<file path="src/rtl/mem_arbiter.sv">
// mem_arbiter
//   Shares one byte-wide memory port between NUM_REQ requesters. Only one
//   transaction is outstanding at a time. Arbitration is round-robin. A
//   requester can hold the port for a locked burst, up to MAX_BURST
//   consecutive grants.
//
// Ports
//   clk, rst_n              clock, asynchronous active-low reset
//   req_valid/we/lock       per-requester request, write select, burst lock
//   req_addr, req_wdata     packed per-requester address / write data
//   req_ack, req_rdata      one-hot completion pulse, read data (with ack)
//   grant, busy             owner of the in-flight transaction, in-flight flag
//   mem_req, mem_we         1-cycle request pulse, write qualifier
//   mem_addr, mem_wdata     held from mem_req until mem_valid
//   mem_rdata, mem_valid    memory read data, completion strobe
//
// state | meaning
// IDLE  | no transaction; arbitrate when any req_valid is high
// ISSUE | mem_req pulse; mem_valid here completes at once
// WAIT  | hold address/data until mem_valid
module mem_arbiter #(
  parameter int NUM_REQ    = 3,
  parameter int ADDR_WIDTH = 24,
  parameter int DATA_WIDTH = 8,
  parameter int MAX_BURST  = 64
) (
  input  logic                          clk,
  input  logic                          rst_n,
  input  logic [NUM_REQ-1:0]            req_valid,
  input  logic [NUM_REQ-1:0]            req_we,
  input  logic [NUM_REQ-1:0]            req_lock,
  input  logic [NUM_REQ*ADDR_WIDTH-1:0] req_addr,
  input  logic [NUM_REQ*DATA_WIDTH-1:0] req_wdata,
  output logic [NUM_REQ-1:0]            req_ack,
  output logic [DATA_WIDTH-1:0]         req_rdata,
  output logic [NUM_REQ-1:0]            grant,
  output logic                          busy,
  output logic                          mem_req,
  output logic                          mem_we,
  output logic [ADDR_WIDTH-1:0]         mem_addr,
  output logic [DATA_WIDTH-1:0]         mem_wdata,
  input  logic [DATA_WIDTH-1:0]         mem_rdata,
  input  logic                          mem_valid
);

  localparam int IW = (NUM_REQ > 1) ? $clog2(NUM_REQ) : 1;
  localparam int BW = (MAX_BURST > 1) ? $clog2(MAX_BURST) : 1;
  localparam logic [BW-1:0] BURST_LAST = BW'(MAX_BURST - 1);

  typedef enum logic [1:0] {IDLE, ISSUE, WAIT} state_t;

  state_t                 state, state_nxt;
  logic [NUM_REQ-1:0]     grant_nxt;
  logic                   busy_nxt;
  logic                   mem_we_nxt;
  logic [ADDR_WIDTH-1:0]  mem_addr_nxt;
  logic [DATA_WIDTH-1:0]  mem_wdata_nxt;
  logic [IW-1:0]          last_grant, last_grant_nxt;
  logic [BW-1:0]          burst_cnt, burst_cnt_nxt;
  logic                   lock_pending, lock_pending_nxt;
  logic [IW-1:0]          rr_idx;
  logic                   rr_found;
  logic                   lock_win;
  logic [IW-1:0]          win;
  logic                   done;

  // First requester after last_grant, wrapping; last_grant itself is checked last.
  always_comb begin
    int cand;
    cand     = 0;
    rr_idx   = last_grant;
    rr_found = 1'b0;
    for (int k = 1; k <= NUM_REQ; k++) begin
      cand = (int'(last_grant) + k) % NUM_REQ;
      if (!rr_found && req_valid[cand]) begin
        rr_idx   = IW'(cand);
        rr_found = 1'b1;
      end
    end
  end

  // lock_pending survives idle cycles so the owner keeps priority until an
  // arbitration finds it not requesting.
  assign lock_win = lock_pending && req_valid[last_grant] && (burst_cnt < BURST_LAST);
  assign done     = ((state == ISSUE) || (state == WAIT)) && mem_valid;

  assign mem_req   = (state == ISSUE);
  assign req_ack   = done ? grant : '0;
  assign req_rdata = mem_rdata;

  always_comb begin
    state_nxt        = state;
    grant_nxt        = grant;
    busy_nxt         = busy;
    mem_we_nxt       = mem_we;
    mem_addr_nxt     = mem_addr;
    mem_wdata_nxt    = mem_wdata;
    last_grant_nxt   = last_grant;
    burst_cnt_nxt    = burst_cnt;
    lock_pending_nxt = lock_pending;
    win              = rr_idx;
    case (state)
      IDLE: begin
        if (|req_valid) begin
          if (lock_win) begin
            win           = last_grant;
            burst_cnt_nxt = burst_cnt + BW'(1);
          end else begin
            win           = rr_idx;
            burst_cnt_nxt = '0;
          end
          lock_pending_nxt = 1'b0;
          grant_nxt        = '0;
          grant_nxt[win]   = 1'b1;
          busy_nxt         = 1'b1;
          last_grant_nxt   = win;
          mem_we_nxt       = req_we[win];
          mem_addr_nxt     = req_addr[win*ADDR_WIDTH +: ADDR_WIDTH];
          mem_wdata_nxt    = req_wdata[win*DATA_WIDTH +: DATA_WIDTH];
          state_nxt        = ISSUE;
        end
      end
      ISSUE, WAIT: begin
        state_nxt = WAIT;
        if (mem_valid) begin
          lock_pending_nxt = req_lock[last_grant];
          grant_nxt        = '0;
          busy_nxt         = 1'b0;
          state_nxt        = IDLE;
        end
      end
      default: begin
        grant_nxt = '0;
        busy_nxt  = 1'b0;
        state_nxt = IDLE;
      end
    endcase
  end

  always_ff @(posedge clk or negedge rst_n) begin
    if (!rst_n) begin
      state        <= IDLE;
      grant        <= '0;
      busy         <= 1'b0;
      mem_we       <= 1'b0;
      mem_addr     <= '0;
      mem_wdata    <= '0;
      last_grant   <= IW'(NUM_REQ - 1);
      burst_cnt    <= '0;
      lock_pending <= 1'b0;
    end else begin
      state        <= state_nxt;
      grant        <= grant_nxt;
      busy         <= busy_nxt;
      mem_we       <= mem_we_nxt;
      mem_addr     <= mem_addr_nxt;
      mem_wdata    <= mem_wdata_nxt;
      last_grant   <= last_grant_nxt;
      burst_cnt    <= burst_cnt_nxt;
      lock_pending <= lock_pending_nxt;
    end
  end

endmodule
</file>
<file path="config.mk">
export PLATFORM = sky130hd
export DESIGN_NAME = mem_arbiter
export DESIGN_NICKNAME = d
export VERILOG_FILES = /design/src/rtl/mem_arbiter.sv
export SDC_FILE = /design/constraint.sdc
export NUM_CORES = 1
export LEC_CHECK = 0
export ABC_AREA = 0
export BUFFER_PORTS_ARGS = -buffer_cell sky130_fd_sc_hd__buf_2
export CORE_MARGIN = 5
export CORE_UTILIZATION = 45
export DETAILED_ROUTE_END_ITERATION = 7
export GPL_ROUTABILITY_DRIVEN = 0
export PLACE_DENSITY = 0.77
export REMOVE_ABC_BUFFERS = 1
export SETUP_SLACK_MARGIN = 0.2
export SYNTH_ARGS = -nofsm -noshare
export SYNTH_HDL_FRONTEND = slang
export SYNTH_SLANG_ARGS = --single-unit
</file>
<file path="constraint.sdc">
create_clock -name clk -period 3.7 [get_ports clk]
set_clock_uncertainty 0.2 [all_clocks]
set_input_delay 0 -clock clk [delete_from_list [all_inputs] [get_ports clk]]
set_output_delay 0 -clock clk [all_outputs]
set_load 0.02 [all_outputs]
</file>
**Word level (Yosys, flattened, before mapping)**

Index checks and enable logic that the tools add are counted.

- Bits in registers: 48
- Bits of input ports: 116

- $add $sub $neg: 4
- Multiply operators: 1
- Divide/modulo/power cells: 3
- $lt $le $gt $ge: 7
- Equal/unequal tests: 4
- Shifts and indexed selects: 2
- Muxes and demuxes: 39
- Reductions and logical operators: 16

Operators by type and width:

| operator | number |
|---|---|
| 32-bit by 4-bit < comparator with 1-bit output (second input constant) | 3 |
| 32-bit by 3-bit modulo with 32-bit output (second input constant) | 3 |
| 72-bit by 8-bit indexed part select with 24-bit output | 1 |
| 24-bit by 6-bit indexed part select with 8-bit output | 1 |
| 1-bit 2-to-1 mux | 16 |
| 2-bit 2-to-1 mux | 8 |
| 1-bit binary-select mux with 2-bit select | 6 |
| 3-bit 2-to-1 mux | 3 |
| 2-bit by 2-bit adder with 3-bit output (second input constant) | 2 |
| 6-bit by 1-bit adder with 6-bit output (second input constant) | 1 |
| 1-bit logical AND | 6 |
| 2-bit by 3-bit < comparator with 1-bit output (second input constant) | 2 |
| 6-bit < comparator (second input constant) | 1 |
| 6-bit 2-to-1 mux | 1 |
| 3-bit case mux with 2 select lines | 1 |
| 2-bit by 2-bit multiplier with 4-bit output (second input constant) | 1 |
| 2-bit != test (second input constant) | 2 |
| 1-bit case mux with 2 select lines | 2 |
| 2-bit case mux with 2 select lines | 1 |
| 2-bit AND reduction | 2 |
| 2-bit by 1-bit adder with 3-bit output (second input constant) | 1 |
| 3-bit AND reduction | 1 |
| 3-bit OR reduction | 1 |
| 1-bit demux with 2-bit select | 1 |
| other kinds (8) | 9 |

**Logic depth before layout (Yosys ltp)**

Gate-level depths: netlist of the first run.

- Depth after elaboration: 21
- Depth in mapped cells: 13
- Mapped depth without buffers: 8

**Worst setup path after synthesis of the first run**

OpenSTA, ideal clock, no wires.

- Path type: flip-flop to flip-flop
- Start: register last_grant[1]
- End: register mem_addr[0]
- Data arrival time: 2.645 ns
- Setup slack: 0.775 ns
- Stages on the path, launching flop included: 13
- Path through: dfstp_2 -> buf_2 -> inv_1 -> ha_1 -> mux2_4 -> mux2i_4 -> o221ai_1 -> a221o_1 -> buf_6 -> and2_4 -> buf_6 -> buf_8 -> o211ai_2

- Word-level cells in the longest chain between the ends: 17
- Elaborated cells on any way between the ends: 33

RTL lines:

| what | RTL line | text |
|---|---|---|
| start: declaration | 58 | `logic [IW-1:0] last_grant, last_grant_nxt;` |
| start signal: assignment | 148 | `last_grant <= IW'(NUM_REQ - 1);` |
| start signal: assignment | 158 | `last_grant <= last_grant_nxt;` |
| 2-bit by 1-bit adder with 3-bit output | 74 | `cand = (int'(last_grant) + k) % NUM_REQ;` |
| 32-bit by 3-bit modulo with 32-bit output | 74 |  |
| 1-bit binary-select mux with 2-bit select | 75 | `if (!rr_found && req_valid[cand]) begin` |
| 1-bit 2-to-1 mux (implied by the code) (2 in a row) | 75 |  |
| 1-bit 2-to-1 mux | 75 |  |
| 1-bit zero test | 75 |  |
| 1-bit logical AND | 75 |  |
| 1-bit 2-to-1 mux | 75 |  |
| 1-bit zero test | 75 |  |
| 1-bit logical AND | 75 |  |
| 2-bit 2-to-1 mux | 75 |  |
| 2-bit 2-to-1 mux * | 105 | `if (lock_win) begin` |
| 2-bit 2-to-1 mux * | 104 | `if (\|req_valid) begin` |
| 2-bit 2-to-1 mux * | 102 | `case (state)` |
| 2-bit by 2-bit multiplier with 4-bit output * | 118 | `mem_addr_nxt = req_addr[win*ADDR_WIDTH +: ADDR_WIDTH];` |
| 72-bit by 8-bit indexed part select with 24-bit output * | 118 |  |
| end signal: assignment | 156 | `mem_addr <= mem_addr_nxt;` |
| end: declaration | 40 | `output logic [ADDR_WIDTH-1:0] mem_addr,` |

Every way passes the cells marked *; elsewhere a longest branch is shown, timed or not. The select of a mux whose other input is x is not followed.
A chain may end at the register's enable or synchronous reset.

**Worst setup path after layout of the first run**

- Start: register last_grant[1]
- End: register mem_wdata[7]

- Word-level cells in the longest chain between the ends: 16
- Elaborated cells on any way between the ends: 32

RTL lines:

| what | RTL line | text |
|---|---|---|
| 2-bit by 1-bit adder with 3-bit output | 74 |  |
| 32-bit by 3-bit modulo with 32-bit output | 74 |  |
| 1-bit binary-select mux with 2-bit select | 75 |  |
| 1-bit 2-to-1 mux (implied by the code) (2 in a row) | 75 |  |
| 1-bit 2-to-1 mux | 75 |  |
| 1-bit zero test | 75 |  |
| 1-bit logical AND | 75 |  |
| 1-bit 2-to-1 mux | 75 |  |
| 1-bit zero test | 75 |  |
| 1-bit logical AND | 75 |  |
| 2-bit 2-to-1 mux | 75 |  |
| 2-bit 2-to-1 mux * | 105 |  |
| 2-bit 2-to-1 mux * | 104 |  |
| 2-bit 2-to-1 mux * | 102 |  |
| 24-bit by 6-bit indexed part select with 8-bit output * | 119 | `mem_wdata_nxt = req_wdata[win*DATA_WIDTH +: DATA_WIDTH];` |
| end signal: assignment | 157 | `mem_wdata <= mem_wdata_nxt;` |
| end: declaration | 41 | `output logic [DATA_WIDTH-1:0] mem_wdata,` |

Marks and branches as above.

==> results of run 1 <==
-- cells in the mapped netlist, drive strengths merged, types with 2 or more instances --
master	count	area share
o31ai	2	0.0042
o211ai	38	0.12
a31oi	33	0.058
a21boi	4	0.0084
inv	8	0.0084
mux2i	5	0.017
dfrtp	47	0.33
o21ai	49	0.069
clkbuf	28	0.029
nand3	7	0.0098
ha	7	0.024
nor2b	3	0.0052
nand4	35	0.061
nand2b	2	0.0035
nand2	118	0.12
nand3b	2	0.0042
o21a	4	0.0084
and3	6	0.010
buf	20	0.045
nor2	3	0.0031
a32o	2	0.0056
and2	3	0.0066
o22a	2	0.0049
-- through the flow --
step / hold slack (ns) / instances / total power [mW]
after detailed placement: -0.200 / 656 / 3.98
after global placement: -0.200 / 656 / 3.91
final: 0.0331 / 774 / 4.60
after floorplan: -0.496 / 394 / 3.04
after CTS: 0.0312 / 773 / 4.46
after global routing: 0.0744 / 773 / 4.90
-- metal layers --
layer	global-route usage	vias to the layer above	wire length (um)
met1	0.388	2217	5560
met5	0	-	0
li1	-	2072	-
met2	0.473	465	6920
met3	0.101	118	2050
met4	0.173	0	945
-- worst paths after layout --
path / slack (ns) / endpoint / cells after the start
hold / removal: 0.03 / lock_pending$_DFFE_PN0P_ / 6
max in group asynchronous: 2.66 / mem_addr[16]$_DFFE_PN0P_ / 3
min in group asynchronous: 0.20 / mem_we$_DFFE_PN0P_ / 3
setup reg to reg: 0.50 / mem_wdata[7]$_DFFE_PN0P_ / 9
setup / recovery: 0.50 / mem_wdata[7]$_DFFE_PN0P_ / 9
hold reg to reg: 0.28 / busy$_DFFE_PN0P_ / 2
-- logic make-up (layout without fill, tap and decap cells) --
family | after synthesis | count (layout)
AND/OR/NAND/NOR | 182 | 182
AO/OA/AOI/OAI | 143 | 143
buffers and inverters | 56 | 285
flip-flops | 48 | 48
adder cells (fa/ha/maj) | 7 | 7
multiplexers | 6 | 6
other | 0 | 1
-- state kept, by name (all words and copies together) (netlist names) --
name and flops:
burst_cnt 6, busy 1, grant 3, last_grant 2, lock_pending 1, mem_addr 24
mem_wdata 8, mem_we 1, state 2
-- cell type report --
cell class	count	area, sq um	area share
Clock inverter	2	35.0	0.00638
Sequential cell	48	1200	0.219
Multi-Input combinational cell	338	2100	0.382
Clock buffer	6	72.6	0.0132
Antenna cell	1	2.50	0.000456
Tap cell	102	128	0.0232
Inverter	8	30.0	0.00547
Timing Repair Buffer	269	1920	0.350
-- repair_timing --
item                                    in CTS  in global routing
endpoints found under the hold margin       91                  0
endpoints found under the setup margin       0                  0
hold buffers                               109                  0
-- where the power goes --
part | total (mW) | leakage (nW) | internal [mW] | switching [mW]
combinational | 3.28 | 1.91 | 1.12 | 2.17
sequential | 0.932 | 0.610 | 0.765 | 0.168
clock | 0.381 | 0.0552 | 0.201 | 0.180
total | 4.60 | 2.58 | 2.08 | 2.51
-- worst max-delay path, cell delays in order (launching register included) --
cell and delay (ns):
dfstp_2 0.66, inv_1 0.13, ha_1 0.30, mux2_4 0.35, mux2i_4 0.20, o211ai_1 0.15, a222oi_1 0.53, buf_4 0.35
a31oi_1 0.15, o211ai_2 0.11
==> impl_metrics.csv, run 1 <==
group,metric,value,unit
outcome,outcome,"finished, final reports clean",
global_route,track_usage,0.311,
floorplanning,core,0.00773,sq mm
drt,num_vias,4872,
layout,fin_nets,793,
logic_synthesis,synth_enable_flop_cells,0,
clock_tree,clk_pin_slew,0.10,ns
timing,period_needed,3.20,ns
logic_synthesis,ys_ff_latch,48,
layout,layout_commonest_cell,"buf_2",
logic_synthesis,avgSynthCellArea,8.10,sq um
timing,rsz0062_at_grt,"no",
clock_tree,cts_root_buf,"clkbuf_8",
drt,drc,0,
floorplanning,num_rows,32,
logic_synthesis,synth-xor-area-share,0,
drt,post_drt_wl_per_cell,20.0,um
logic_synthesis,syn_area,0.00358,sq mm
global_route,grt_pass1_wl,24.8,mm
worst_setup_path,r2r-start,"last_grant[1]$_DFFE_PN1P_",
logic_synthesis,synth-simple-area-share,0.234,
floorplanning,initial_core_util,0.463,
timing,slew-limit-headroom,0.488,
hold_path,worstHoldStart,"req_lock[1]",
hold_path,hp-class,"in -> reg",
timing,fmax,312,MHz
worst_setup_path,required,3.72,ns
drt,drtPass1Iterations,8,
clock_tree,insertion_delay,0.30,ns
timing,final.setup.tns,0,ns
power_and_ir_drop,p_per_area,837,mW/mm^2
clock_tree,ctsHtreeMaxLevel,2,
floorplanning,ioPinCount,165,
worst_setup_path,critPathLaunch,"last_grant[1]$_DFFE_PN1P_",
logic_synthesis,synthAdderAreaFrac,0.0245,
worst_setup_path,critPathMaxFanout,20,
logic_synthesis,ys.flop_type,"dfrtp_1",
timing,fin_ws,0.499,ns
timing,worst_pin_slew,0.768,ns
clock_tree,post_cts_resized,0,
place,placed_area,0.00429,sq mm
flow_run,maxCapViolCount,0,
clock_tree,post_cts_buffers,0,
place,port_buffers,148,
drt,viasPerCell,6.29,
timing,finalHoldViolations,0,
layout,drive_above_1_share,0.306,
logic_synthesis,synthMuxAreaShare,0.0217,
clock_tree,clockBufferDepth,2,
worst_setup_path,worstSetupPathType,"reg -> reg",
timing,fin_crit_sh,0.865,
logic_synthesis,synth_top_family_by_area,"compound AO/OA/AOI/OAI gates",
global_route,grt_max_degree,67,
global_route,grt_pass1_vias,4907,
clock_tree,cts_buffers,5,
place,hpwl,8.01,mm
power_and_ir_drop,ir_drop,0.469,mV
logic_synthesis,synth_compound_area_frac,0.301,
worst_setup_path,start_kind,"register",
timing,slew_viol_final,0,
place,dp_worst_setup_slack,0.556,ns
worst_setup_path,setup.worst_path.end_class,"register",
logic_synthesis,yosysWarningCount,0,
floorplanning,die_area,0.00984,sq mm
clock_tree,clock-sinks,48,
drt,drtIter0Drc,463,
layout,area_growth,53.5,%
power_and_ir_drop,p_leak,2.58,nW
layout,fin_area,0.00549,sq mm
layout,fillers,523,
logic_synthesis,async_flop_share,1.00,
layout,final_util,0.711,
global_route,grt_overflow,0,
global_route,antenna_found_initial,0,
drt,postRouteAntennaNets,0,
drt,wirelength,15.5,mm
floorplanning,die_height,99.2,um
logic_synthesis,yosysSeqAreaShare,0.336,
worst_setup_path,arrival,3.22,ns
logic_synthesis,yosysUniqueCellTypes,45,
floorplanning,fp.dieW,99.2,um
logic_synthesis,syn_inst,442,
clock_tree,cts_tree,"built",
layout,final_cell_mix,"buf_2 (148), nand2_1 (118), dlygate4sd3_1 (109)",
timing,setup_viol,0,
Power figures use the tool's default switching activity.
==> run 2, diff against run 1 <==
--- a/config.mk
+++ b/config.mk
@@ -7,11 +7,13 @@
 export LEC_CHECK = 0
 export ABC_AREA = 0
 export BUFFER_PORTS_ARGS = -buffer_cell sky130_fd_sc_hd__buf_2
+export CELL_PAD_IN_SITES_DETAIL_PLACEMENT = 1
+export CELL_PAD_IN_SITES_GLOBAL_PLACEMENT = 2
 export CORE_MARGIN = 5
-export CORE_UTILIZATION = 45
+export CORE_UTILIZATION = 26
 export DETAILED_ROUTE_END_ITERATION = 7
 export GPL_ROUTABILITY_DRIVEN = 0
-export PLACE_DENSITY = 0.77
+export PLACE_DENSITY_LB_ADDON = 0.1
 export REMOVE_ABC_BUFFERS = 1
 export SETUP_SLACK_MARGIN = 0.2
 export SYNTH_ARGS = -nofsm -noshare
==> impl_metrics.csv, run 2 (synthesis gave the netlist of run 1 again) <==
group,metric,value,unit
outcome,outcome,"finished, final reports clean",
hold_path,min_to,"state[1]$_DFFE_PN0N_",
worst_setup_path,critPathMaxFanout,29,
drt,viasPerCell,5.15,
layout,layout_commonest_cell,"buf_2",
clock_tree,cts_root_buf,"clkbuf_16",
layout,top_regs,"mem_addr (24), mem_wdata (8), burst_cnt (6)",
drt,drtIter0Drc,173,
global_route,grt_overflow,0,
flow_run,maxCapViolCount,0,
layout,top_register,"mem_addr",
worst_setup_path,reg2reg_depth,9,
floorplanning,die_height,127,um
timing,period_needed,3.19,ns
drt,drc,0,
hold_path,worstHoldStart,"req_valid[2]",
layout,drive_above_1_share,0.306,
worst_setup_path,critPathLaunch,"last_grant[1]$_DFFE_PN1P_",
timing,fin_crit_sh,0.862,
drt,drtPass1Iterations,4,
timing,final.setup.tns,0,ns
global_route,grt_max_degree,39,
timing,slew-limit-headroom,0.274,
timing,slew_viol_final,0,
layout,antennaDiodeCount,0,
timing,setup_viol,0,
drt,postRouteAntennaNets,0,
clock_tree,cts_buffers,5,
floorplanning,fp.dieW,127,um
worst_setup_path,r2r-start,"last_grant[1]$_DFFE_PN1P_",
place,dp_worst_setup_slack,0.535,ns
global_route,grt_pass1_vias,4858,
clock_tree,cts_tree,"built",
layout,area.sequential,0.00120,sq mm
layout,area_growth,58.7,%
floorplanning,initial_core_util,0.268,
worst_setup_path,arrival,3.20,ns
timing,finalHoldViolations,0,
timing,worst_pin_slew,1.09,ns
worst_setup_path,regToRegSetupSlack,0.51,ns
power_and_ir_drop,p_leak,2.61,nW
clock_tree,ctsHtreeMaxLevel,2,
floorplanning,ioPinCount,165,
timing,fmax,314,MHz
clock_tree,clock-sinks,48,
worst_setup_path,required,3.71,ns
layout,multi_input_area,0.00211,sq mm
worst_setup_path,r2r_end,"mem_addr[9]$_DFFE_PN0P_",
worst_setup_path,setup.worst_path.end_class,"register",
place,hpwl,10.3,mm
layout,largest_reg_flops,24,
timing,rsz0062_at_grt,"no",
layout,fillers,1617,
clock_tree,post_cts_buffers,0,
floorplanning,num_rows,42,
hold_path,hp-class,"in -> reg",
floorplanning,core,0.0133,sq mm
drt,post_drt_wl_per_cell,19.3,um
power_and_ir_drop,p_per_area,841,mW/mm^2
floorplanning,die_area,0.0162,sq mm
global_route,antenna_found_initial,0,
power_and_ir_drop,ir_drop,0.675,mV
clock_tree,clockBufferDepth,2,
clock_tree,clk_pin_slew,0.07,ns
worst_setup_path,worstSetupPathType,"reg -> reg",
clock_tree,insertion_delay,0.30,ns
layout,fin_nets,796,
power_and_ir_drop,p_total,4.77,mW
hold_path,min_path_cells,4,
worst_setup_path,start_kind,"register",
timing,fin_ws,0.512,ns
place,port_buffers,148,
layout,final_cell_mix,"buf_2 (148), nand2_1 (118), dlygate4sd3_1 (113)",
drt,num_vias,4378,
global_route,grt_pass1_wl,25.7,mm
drt,wirelength,16.4,mm
global_route,track_usage,0.199,
## run 2: cell count changes in the layout (fill, tap and decap cells not counted), sizes merged
| cell | previous run | this run |
|---|---|---|
| buf | 160 | 159 |
| bufinv | 1 | 0 |
| clkbuf | 6 | 7 |
| clkinv | 1 | 0 |
| clkinvlp | 0 | 1 |
| diode | 1 | 0 |
| dlygate4sd3 | 109 | 113 |
## run 2: through the flow
stage,utilization,area [sq um],hold slack (ns),cells
global route,0.425,5680,0.144,850
global placement,0.329,4400,-0.235,729
detailed placement,0.329,4400,-0.225,729
floorplan,-,3310,-0.496,394
CTS,0.425,5680,0.0857,850
finish,0.425,5680,0.0872,850
## run 2: critical path, cell delays in order, from the launching register on
cell,delay (ns)
dfstp_2,0.66
inv_1,0.14
ha_1,0.28
mux2_4,0.34
mux2i_4,0.20
o211ai_1,0.15
a222oi_1,0.60
buf_12,0.27
a31oi_1,0.13
o211ai_2,0.13
## run 2: layout make-up
cell class	instances	share of cell area
inverters	8	0.00529
multi-input cells	338	0.371
repair buffers	272	0.346
clock inverters	1	0.00132
flip-flops and latches	48	0.212
clock buffers	7	0.0251
well taps	176	0.0388
## run 2: worst max path at each step
stage | end | depth (start not counted)
after CTS | mem_addr[9]$_DFFE_PN0P_ | 9
final | mem_addr[9]$_DFFE_PN0P_ | 9
after detailed placement | mem_addr[23]$_DFFE_PN0P_ | 9
after global placement | grant[1]$_DFFE_PN0P_ | 8
after global routing | mem_addr[9]$_DFFE_PN0P_ | 9
after floorplan | mem_addr[0]$_DFFE_PN0P_ | 7
## run 2: what timing repair did
item,CTS,global route
hold buffers,113,0
endpoints found under the hold margin,60,0
resized for setup,0,0
## run 2: per-layer routing
metal | up-vias | track usage | part of all wire
li1 | 2077 | - | -
met1 | 2137 | 0.243 | 0.43
met2 | 143 | 0.359 | 0.50
met3 | 21 | 0.0422 | 0.056
met4 | 0 | 0.0429 | 0.015
met5 | - | 0 | 0
## run 2: where the power goes
| part | switching [mW] | internal [mW] | total (mW) |
|---|---|---|---|
| Sequential | 0.152 | 0.765 | 0.917 |
| Clock | 0.225 | 0.271 | 0.495 |
| Combinational | 2.20 | 1.16 | 3.36 |
==> run 3, diff against run 2 <==
--- a/config.mk
+++ b/config.mk
@@ -9,6 +9,7 @@
 export BUFFER_PORTS_ARGS = -buffer_cell sky130_fd_sc_hd__buf_2
 export CELL_PAD_IN_SITES_DETAIL_PLACEMENT = 1
 export CELL_PAD_IN_SITES_GLOBAL_PLACEMENT = 2
+export CORE_ASPECT_RATIO = 1.5
 export CORE_MARGIN = 5
 export CORE_UTILIZATION = 26
 export DETAILED_ROUTE_END_ITERATION = 7
==> impl_metrics.csv, run 3 (synthesis gave the netlist of run 1 again) <==
group,metric,value,unit
outcome,outcome,"finished, final reports clean",
clock_tree,ctsHtreeMaxLevel,2,
power_and_ir_drop,p_per_area,843,mW/mm^2
layout,top_regs,"mem_addr (24), mem_wdata (8), burst_cnt (6)",
layout,largest_reg_flops,24,
timing,fmax,323,MHz
drt,post_drt_wl_per_cell,19.9,um
flow_run,maxCapViolCount,0,
layout,fin_nets,791,
floorplanning,num_rows,52,
clock_tree,post_cts_resized,0,
timing,setup_viol,0,
place,hpwl,10.3,mm
global_route,antenna_found_initial,0,
floorplanning,core,0.0135,sq mm
place,place_inst,714,
clock_tree,cts_tree,"built",
worst_setup_path,cp_common_cell,"o211ai_1",
timing,period_needed,3.09,ns
worst_setup_path,required,3.72,ns
layout,antennaDiodeCount,0,
global_route,grt_overflow,0,
drt,num_vias,4333,
place,placed_area,0.00438,sq mm
drt,wirelength,16.5,mm
clock_tree,insertion_delay,0.30,ns
timing,fin_crit_sh,0.836,
floorplanning,die_area,0.0163,sq mm
timing,slew_viol_final,0,
layout,layout_commonest_cell,"buf_2",
worst_setup_path,critPathMaxFanout,40,
layout,final_cell_mix,"buf_2 (148), nand2_1 (118), dlygate4sd3_1 (109)",
floorplanning,fp.dieW,106,um
timing,final.setup.tns,0,ns
drt,drtPass1Iterations,6,
timing,finalHoldViolations,0,
worst_setup_path,start_kind,"register",
drt,drc,0,
drt,drtIter0Drc,118,
timing,rsz0062_at_grt,"no",
drt,viasPerCell,5.21,
floorplanning,initial_core_util,0.264,
global_route,track_usage,0.202,
worst_setup_path,cpPeakStageDelay,0.51,ns
place,port_buffers,148,
worst_setup_path,path_cells,"inv_1 > ha_1 > nor2b_1 > o211ai_1 > o211ai_1 > o21ai_4 > buf_4 > nand4_1 > o211ai_2",
clock_tree,cts_buffers,5,
clock_tree,post_cts_buffers,0,
clock_tree,clockBufferDepth,2,
worst_setup_path,worstSetupPathType,"reg -> reg",
timing,worst_pin_slew,1.07,ns
power_and_ir_drop,ir_drop,0.545,mV
global_route,grt_pass1_vias,4855,
layout,top_register,"mem_addr",
layout,drive_above_1_share,0.305,
hold_path,hp-class,"in -> reg",
power_and_ir_drop,p_leak,2.59,nW
worst_setup_path,slowest_stage,"dfrtp_1",
layout,stdcell_count,831,
worst_setup_path,arrival,3.11,ns
layout,fin_area,0.00562,sq mm
layout,final_util,0.416,
layout,area_growth,57.2,%
clock_tree,clock-sinks,48,
worst_setup_path,setup.worst_path.end_class,"register",
worst_setup_path,cp_top_family,"compound AO/OA/AOI/OAI gates",
drt,postRouteAntennaNets,0,
clock_tree,cts_root_buf,"clkbuf_16",
global_route,grt_pass1_wl,26.3,mm
timing,holdWs,0.0151,ns
worst_setup_path,cp_num_buf_inv,2,
floorplanning,die_height,154,um
global_route,grt_max_degree,42,
clock_tree,clk_pin_slew,0.07,ns
timing,slew-limit-headroom,0.287,
floorplanning,ioPinCount,165,
## run 3: path summary, 6_finish.rpt
| kind | start | end | slack, ns | cells after the start |
|---|---|---|---|---|
| setup / recovery | last_grant[0]$_DFFE_PN0P_ | mem_we$_DFFE_PN0P_ | 0.61 | 9 |
| hold / removal | req_valid[0] | state[0]$_DFFE_PN0N_ | 0.02 | 3 |
| setup reg to reg | last_grant[0]$_DFFE_PN0P_ | mem_we$_DFFE_PN0P_ | 0.61 | 9 |
| hold reg to reg | busy$_DFFE_PN0P_ | busy$_DFFE_PN0P_ | 0.28 | 2 |
| max in group asynchronous | rst_n | burst_cnt[2]$_DFFE_PN0P_ | 2.37 | 3 |
| min in group asynchronous | rst_n | mem_wdata[3]$_DFFE_PN0P_ | 0.13 | 2 |
## run 3: worst min-delay path, cell delays in order
cell and delay (ns):
buf_2 0.14, nor3_1 0.12, a21boi_0 0.19
## run 3: repair_timing
item,in CTS,in global routing
endpoints found under the hold margin,70,0
setup endpoints to repair,0,0
hold buffers,109,0
## run 3: stage by stage
| stage | power (mW) | worst slack (ns) |
|---|---|---|
| after detailed placement | 4.21 | 0.609 |
| after global routing | 5.12 | 0.356 |
| after CTS | 4.82 | 0.589 |
| final | 4.74 | 0.608 |
| after global placement | 4.16 | 0.655 |
| after floorplan | 3.04 | -1.53 |
## run 3: where the power goes
group | switching, mW | total, mW | internal [mW]
combinational | 2.19 | 3.33 | 1.14
sequential | 0.152 | 0.917 | 0.765
clock | 0.223 | 0.493 | 0.271
total | 2.57 | 4.74 | 2.17
## run 3: layer usage
| layer | vias to the layer above | track usage | wire, um |
|---|---|---|---|
| met1 | 2138 | 0.223 | 6470 |
| met4 | 0 | 0.0679 | 342 |
| met3 | 20 | 0.0281 | 529 |
| li1 | 2067 | - | - |
| met5 | - | 0 | 0 |
| met2 | 108 | 0.388 | 9170 |
## run 3: final cells by class
type                       count  area, sq um
fill                        1642         7910
multi-input combinational    338         2110
timing repair buffer         267         1930
sequential                    48         1200
tap                          162          203
clock buffer                   7          143
inverter                       8         30.0
clock inverter                 1         7.51
